==> config.mk <==
export PLATFORM = sky130hd
export DESIGN_NAME = lif_array
export DESIGN_NICKNAME = d
export VERILOG_FILES = /design/src/rtl/lif_array.sv
export SDC_FILE = /design/constraint.sdc
export NUM_CORES = 1
export LEC_CHECK = 0
export ABC_AREA = 1
export CORE_MARGIN = 2
export CORE_UTILIZATION = 56
export CTS_CLUSTER_DIAMETER = 80
export DETAILED_ROUTE_END_ITERATION = 10
export PLACE_DENSITY = 0.83
export SYNTH_ARGS = -nofsm -noshare
export SYNTH_HDL_FRONTEND = slang
export SYNTH_SLANG_ARGS = --single-unit
==> constraint.sdc <==
create_clock -name clk -period 11.6 [get_ports clk]
set_clock_uncertainty 0.2 [all_clocks]
set_input_delay 3.48 -clock clk [delete_from_list [all_inputs] [get_ports clk]]
set_output_delay 3.48 -clock clk [all_outputs]
set_load 0.03 [all_outputs]
==> src/rtl/lif_array.sv <==
// Array of independent leaky integrate-and-fire neurons.
// Shared threshold, per-channel refractory counters, saturating spike total.
module lif_array #(
    parameter int N_CH       = 4,
    parameter int W          = 8,
    parameter int LEAK_SHIFT = 1,
    parameter int REFRAC     = 2
) (
    input  logic                clk,
    input  logic                rst_n,
    input  logic                step,
    input  logic [N_CH*W-1:0]   current,
    input  logic [W-1:0]        threshold,
    input  logic                clr_cnt,
    output logic [N_CH-1:0]     spike,
    output logic [N_CH*W-1:0]   state,
    output logic [N_CH-1:0]     refrac_busy,
    output logic [15:0]         spike_total
);

    localparam int RW = (REFRAC > 0) ? $clog2(REFRAC + 1) : 1;
    localparam logic [RW-1:0] R_LOAD = RW'(REFRAC);

    logic [N_CH*W-1:0]       state_q, state_d;
    logic [N_CH-1:0][RW-1:0] r_q, r_d;
    logic [N_CH-1:0]         spike_q, spike_d;
    logic [N_CH-1:0]         busy_q, busy_d;
    logic [15:0]             total_q, total_d;

    // Per-channel integrate / leak / fire / refractory update.
    always_comb begin
        logic [W-1:0] s;
        logic [W-1:0] cur;
        logic [W:0]   raw;
        logic [W-1:0] sat;
        state_d = state_q;
        r_d     = r_q;
        spike_d = '0;
        s       = '0;
        cur     = '0;
        raw     = '0;
        sat     = '0;
        for (int i = 0; i < N_CH; i++) begin
            s   = state_q[i*W +: W];
            cur = current[i*W +: W];
            raw = {1'b0, s} - {1'b0, (s >> LEAK_SHIFT)} + {1'b0, cur};
            sat = raw[W] ? {W{1'b1}} : raw[W-1:0];
            if (step) begin
                if (r_q[i] != '0) begin
                    state_d[i*W +: W] = '0;
                    r_d[i]            = r_q[i] - 1'b1;
                end else if (sat >= threshold) begin
                    state_d[i*W +: W] = '0;
                    r_d[i]            = R_LOAD;
                    spike_d[i]        = 1'b1;
                end else begin
                    state_d[i*W +: W] = sat;
                end
            end
        end
        for (int i = 0; i < N_CH; i++) begin
            busy_d[i] = (r_d[i] != '0);
        end
    end

    // Saturating spike counter; a clear discards spikes of the same cycle.
    always_comb begin
        logic [16:0] sum;
        sum = {1'b0, total_q};
        for (int i = 0; i < N_CH; i++) begin
            sum = sum + 17'(spike_d[i]);
        end
        if (clr_cnt) begin
            total_d = '0;
        end else if (sum[16]) begin
            total_d = 16'hFFFF;
        end else begin
            total_d = sum[15:0];
        end
    end

    // State registers with asynchronous clear.
    always_ff @(posedge clk or negedge rst_n) begin
        if (!rst_n) begin
            state_q <= '0;
            r_q     <= '0;
            spike_q <= '0;
            busy_q  <= '0;
            total_q <= '0;
        end else begin
            state_q <= state_d;
            r_q     <= r_d;
            spike_q <= spike_d;
            busy_q  <= busy_d;
            total_q <= total_d;
        end
    end

    assign spike       = spike_q;
    assign state       = state_q;
    assign refrac_busy = busy_q;
    assign spike_total = total_q;

endmodule

### Word level (Yosys, flattened, before mapping)

Index checks and enable logic that the tools add are counted.

* reduce and logical (&&, ||, !) cells: 8
* add/subtract/negate cells: 16
* multiplexer cells: 38
* order comparisons: 4

Operator list (count)
* $mux W8: 12
* $add A17 B1 Y17: 3
* $add A9 B8 Y9: 4
* $sub A8 B7 Y9: 4
* $ge A8 B8 Y1: 4
* $mux W16: 2
* $mux W2: 12
* $add A16 B1 Y17: 1
* $reduce_bool A2 Y1: 8
* $mux W1: 12
* $sub A2 B1 Y2 const B: 4

* logic and storage cells: 74
* output and inout bits: 56
* flip-flop bits (word level): 64

### Longest topological paths before layout

* word-level depth: 13
* gate-level depth with buffers: 35
* depth with buffers taken out: 35

### Worst setup path after synthesis

No wires, ideal clock.

* path type: input to register
* from: input current[17]
* to: register total_q[10], in the netlist spike_total[10]
* path slack: 3.593 ns
* setup time: 0.143 ns
* stages: 26
* required time: 11.257 ns
* arrival time: 7.665 ns
* path through: inv_1 > fa_1 > inv_1 > fa_1 > nand2_1 > nand2_1 > nand2_1 > nand3b_1 > nand2_2 > nand2_1 > ha_1 > a21oi_1 > o21a_1 > nand3_1 > nand3_1 > inv_1 > fa_1 > inv_1 > fa_1 > inv_1 > fa_1 > nand2_1 > nor3_2 > nand2_1 > xor2_1 > a21oi_2

* cells in the longest elaborated chain, start to end: 10

Ends and longest elaborated chain
* from (decl): RTL line 12 `input logic [N_CH*W-1:0] current,`
* $add A9 B8 Y9: RTL line 46 `raw = {1'b0, s} - {1'b0, (s >> LEAK_SHIFT)} + {1'b0, cur};`
* $mux W8: RTL line 47 `sat = raw[W] ? {W{1'b1}} : raw[W-1:0];`
* $ge A8 B8 Y1: RTL line 52 `end else if (sat >= threshold) begin`
* $mux W1: RTL line 52
* $mux W1: RTL line 49 `if (r_q[i] != '0) begin`
* $mux W1: RTL line 48 `if (step) begin`
* via spike_d[2]: RTL line 26 `logic [N_CH-1:0] spike_q, spike_d;`
* $add A17 B1 Y17 (2 in series): RTL line 71 `sum = sum + 17'(spike_d[i]);`
* $mux W16: RTL line 75 `end else if (sum[16]) begin`
* $mux W16: RTL line 73 `if (clr_cnt) begin`
* via total_d[10]: RTL line 28 `logic [15:0] total_q, total_d;`
* to (signal assigned): RTL line 95 `total_q <= total_d;`
* to (decl): RTL line 28

The timed path passes the listed nets, and every way through them passes these cells.
A chain may end at the register's enable or synchronous reset.

### Final worst setup path

* from: input current[17]
* to: register total_q[11], in the netlist spike_total[11]

Same word-level chain as after synthesis.

==> metrics.txt <==
run status=finished, final reports clean; routed vias=5804; I/O Pins=100; initial antenna violation count=0; Initial Util=56.8%; Worst Hold Class=flip-flop to flip-flop; DRC=0; WP data required=11.68 ns; RSZ-0062 raised after global routing=no; fill cell count=959; max incr delay on CP=0.54 ns; Distinct cells, synth=30; post-route setup slack=3.03 ns; Mapped Avg Cell Area=6.86 µm²; Overflow after GRT=0; WP buf/inv=7; Comb pwr share=72.9%; Crit. End Element=flip-flop; dpl cells=1174; CTS clk-pin slew, worst paths=0.06 ns; pre-CTS setup slack=2.65 ns; internal power=1080 µW; die height=111 µm; Final nets=1190; Antenna Violating Nets Remaining=0; EDFF count, synth=0; GRT Overall Usage=23.9%; switching share of power=51.8%; post-cts gate resize count=0; Antenna diodes=0; Seq/Total Area, Yosys=24.9%; Clock Sinks=64; Max H-tree Level=3; cts bufs inserted=9; LEAKAGE=0.00451 µW; Longest Clk Path Bufs=2; Layout area overhead=22.2%; hold_sp=state[0]$_DFFE_PN0P_; setup TNS=0 ns; max-slew violation count=0; gp weighted congestion=0.894; row cnt=39; Power Density=285 mW/mm²; Final Hold Fails=0; Async SR Flop Fraction=100%; Avg WL per Cell=11.9 µm; WHS Path Cells=2; FF-to-FF setup slack=6.20 ns; initial drt markers=287; yosys warns=0; DP HPWL=11.0 mm; DRT Pass-1 Iters=6; worst r2r path cells=27; Setup CP Type=input port to flip-flop; Worst setup SP type=input port; die area=0.0123 mm²; worst skew pair latency=0.33 ns; Slew headroom=45.2%; Port Buffer Count=99; clock power share=11.5%; Tmin final=8.57 ns; Peak VDD IR=0.000152 V; FF-to-FF Start=state[5]$_DFFE_PN0P_; fraction of layout cells with a size suffix above 1=4.68%; total nets after synthesis=1085; Psw=1160 µW; worst-margin pin slew=0.822 ns; Max FO, Critical Path=16; vias in the first global route=5445; fin cells=1190; total routed wirelength=14.1 mm; Max Cap Viol=0; Hold Slack=0.324 ns; CTS tree=yes; fmax=117 MHz; core area=0.0113 mm²; slowest stage cell on the critical path=fa_1; CTS root buf=clkbuf_16; first-pass GRT wire length=24.5 mm; Tcrit/Tclk final=73.9%; Seq pwr share=15.7%; number of register bits inferred by synthesis=64; hold buffers post-CTS=0; largest net degree at the start of global routing=65; Top FF cell, synth=dfrtp_1; Post-Syn Area=0.00643 mm²; cells after synthesis=937; Reg-to-Reg End=spike_total[11]$_DFF_PN0_; drt via density=4.88; Worst EP arrival=8.65 ns; Die Wd=111 µm; setup bufs post-CTS=0; Hold Path Sink=state[0]$_DFFE_PN0P_; Setup Viol. Count Final=0; Worst path top cell family by delay=adder cells
[cell families (layout without fill, tap and decap cells)]
| kind of cell | after synthesis | after routing | synth area share [%] |
|---|---|---|---|
| DFF | 64 | 64 | 24.9 |
| and+or+nand+nor | 440 | 440 | 28.6 |
| buffers and inverters | 264 | 374 | 15.6 |
| xor gates and xnor gates | 19 | 19 | 2.59 |
| AOI/OAI and AO/OA | 46 | 46 | 4.44 |
| adders and majority gates | 104 | 104 | 23.9 |
[cell usage in the layout (no fill, tap or decap), drive strengths merged]
cell	n
nand2	336
inv	258
clkdlybuf4s50	98
ha	73
dfrtp	64
nand3	43
nor2	32
fa	31
a21oi	30
nand4	13
xnor2	11
clkbuf	10
nand3b	8
xor2	8
o21ai	6
nor3	6
o21bai	4
o21a	4
clkinvlp	3
clkinv	3
or2	2
a31oi	2
buf	2
[per-stage QoR]
step,utilization (%),total power [µW],instance area (µm²)
global route,69.4,2530,7850
detailed placement,66.8,1960,7570
finish,69.4,2240,7850
floorplan,-,1580,6430
CTS,69.4,2240,7850
global placement,66.8,1910,7570
[sequential cells by signal, indices dropped and copies added (netlist names)]
name	flops
r_q	8
refrac_busy	4
spike	4
spike_total	16
state	32
[worst register-to-register path, delay by kind of cell, from the launching register on]
family / cells / cell delay [ns]
AOI/OAI and AO/OA: 3 / 0.46
adders and majority gates: 6 / 2.25
buffers and inverters: 6 / 0.42
DFF: 1 / 0.44
and+or+nand+nor: 12 / 1.60
[how the worst max path moves through the flow]
stage	from	to	slack, ns	cells after the start
floorplan	current[17]	spike_total[10]$_DFF_PN0_	3.59	26
global placement	current[17]	spike_total[13]$_DFF_PN0_	2.82	28
detailed placement	current[3]	spike_total[11]$_DFF_PN0_	2.65	30
CTS	current[3]	spike_total[11]$_DFF_PN0_	2.98	30
global route	current[17]	spike_total[13]$_DFF_PN0_	2.53	31
finish	current[17]	spike_total[11]$_DFF_PN0_	3.03	28
[synth_stat cells, drive strengths merged, types with 8 or more instances]
master,count,area share [%]
nand2,336,20
inv,258,15
ha,73,14
dfrtp,64,25
nand3,43,3.3
nor2,32,2.0
fa,31,9.7
a21oi,30,2.7
nand4,13,1.5
xnor2,11,1.5
nand3b,8,0.93
xor2,8,1.1
[power by group through the flow]
stage                     clock network, µW  registers [µW]  logic, µW
after floorplan                           0             429       1150
after global placement                    0             351       1560
after detailed placement                  0             352       1610
after CTS                               258             350       1630
after global routing                    270             359       1900
final                                   256             350       1630
[cell type report]
class	count	area (µm²)	share of cell area, %
clock inverters	6	45.0	0.574
multi-input cells	609	3820	48.7
well taps	143	179	2.28
clock buffers	10	239	3.04
inverters	258	968	12.3
repair buffers	100	993	12.7
flip-flops and latches	64	1600	20.4
[per-layer routing]
layer	GRT usage [%]	vias up	part of all wire (%)
met3	4.10	23	5.2
met2	40.8	146	48
met1	31.5	2643	45
li1	-	2992	-
met5	0	-	0
met4	7.08	0	1.8
(Power assumes the default switching activity.)
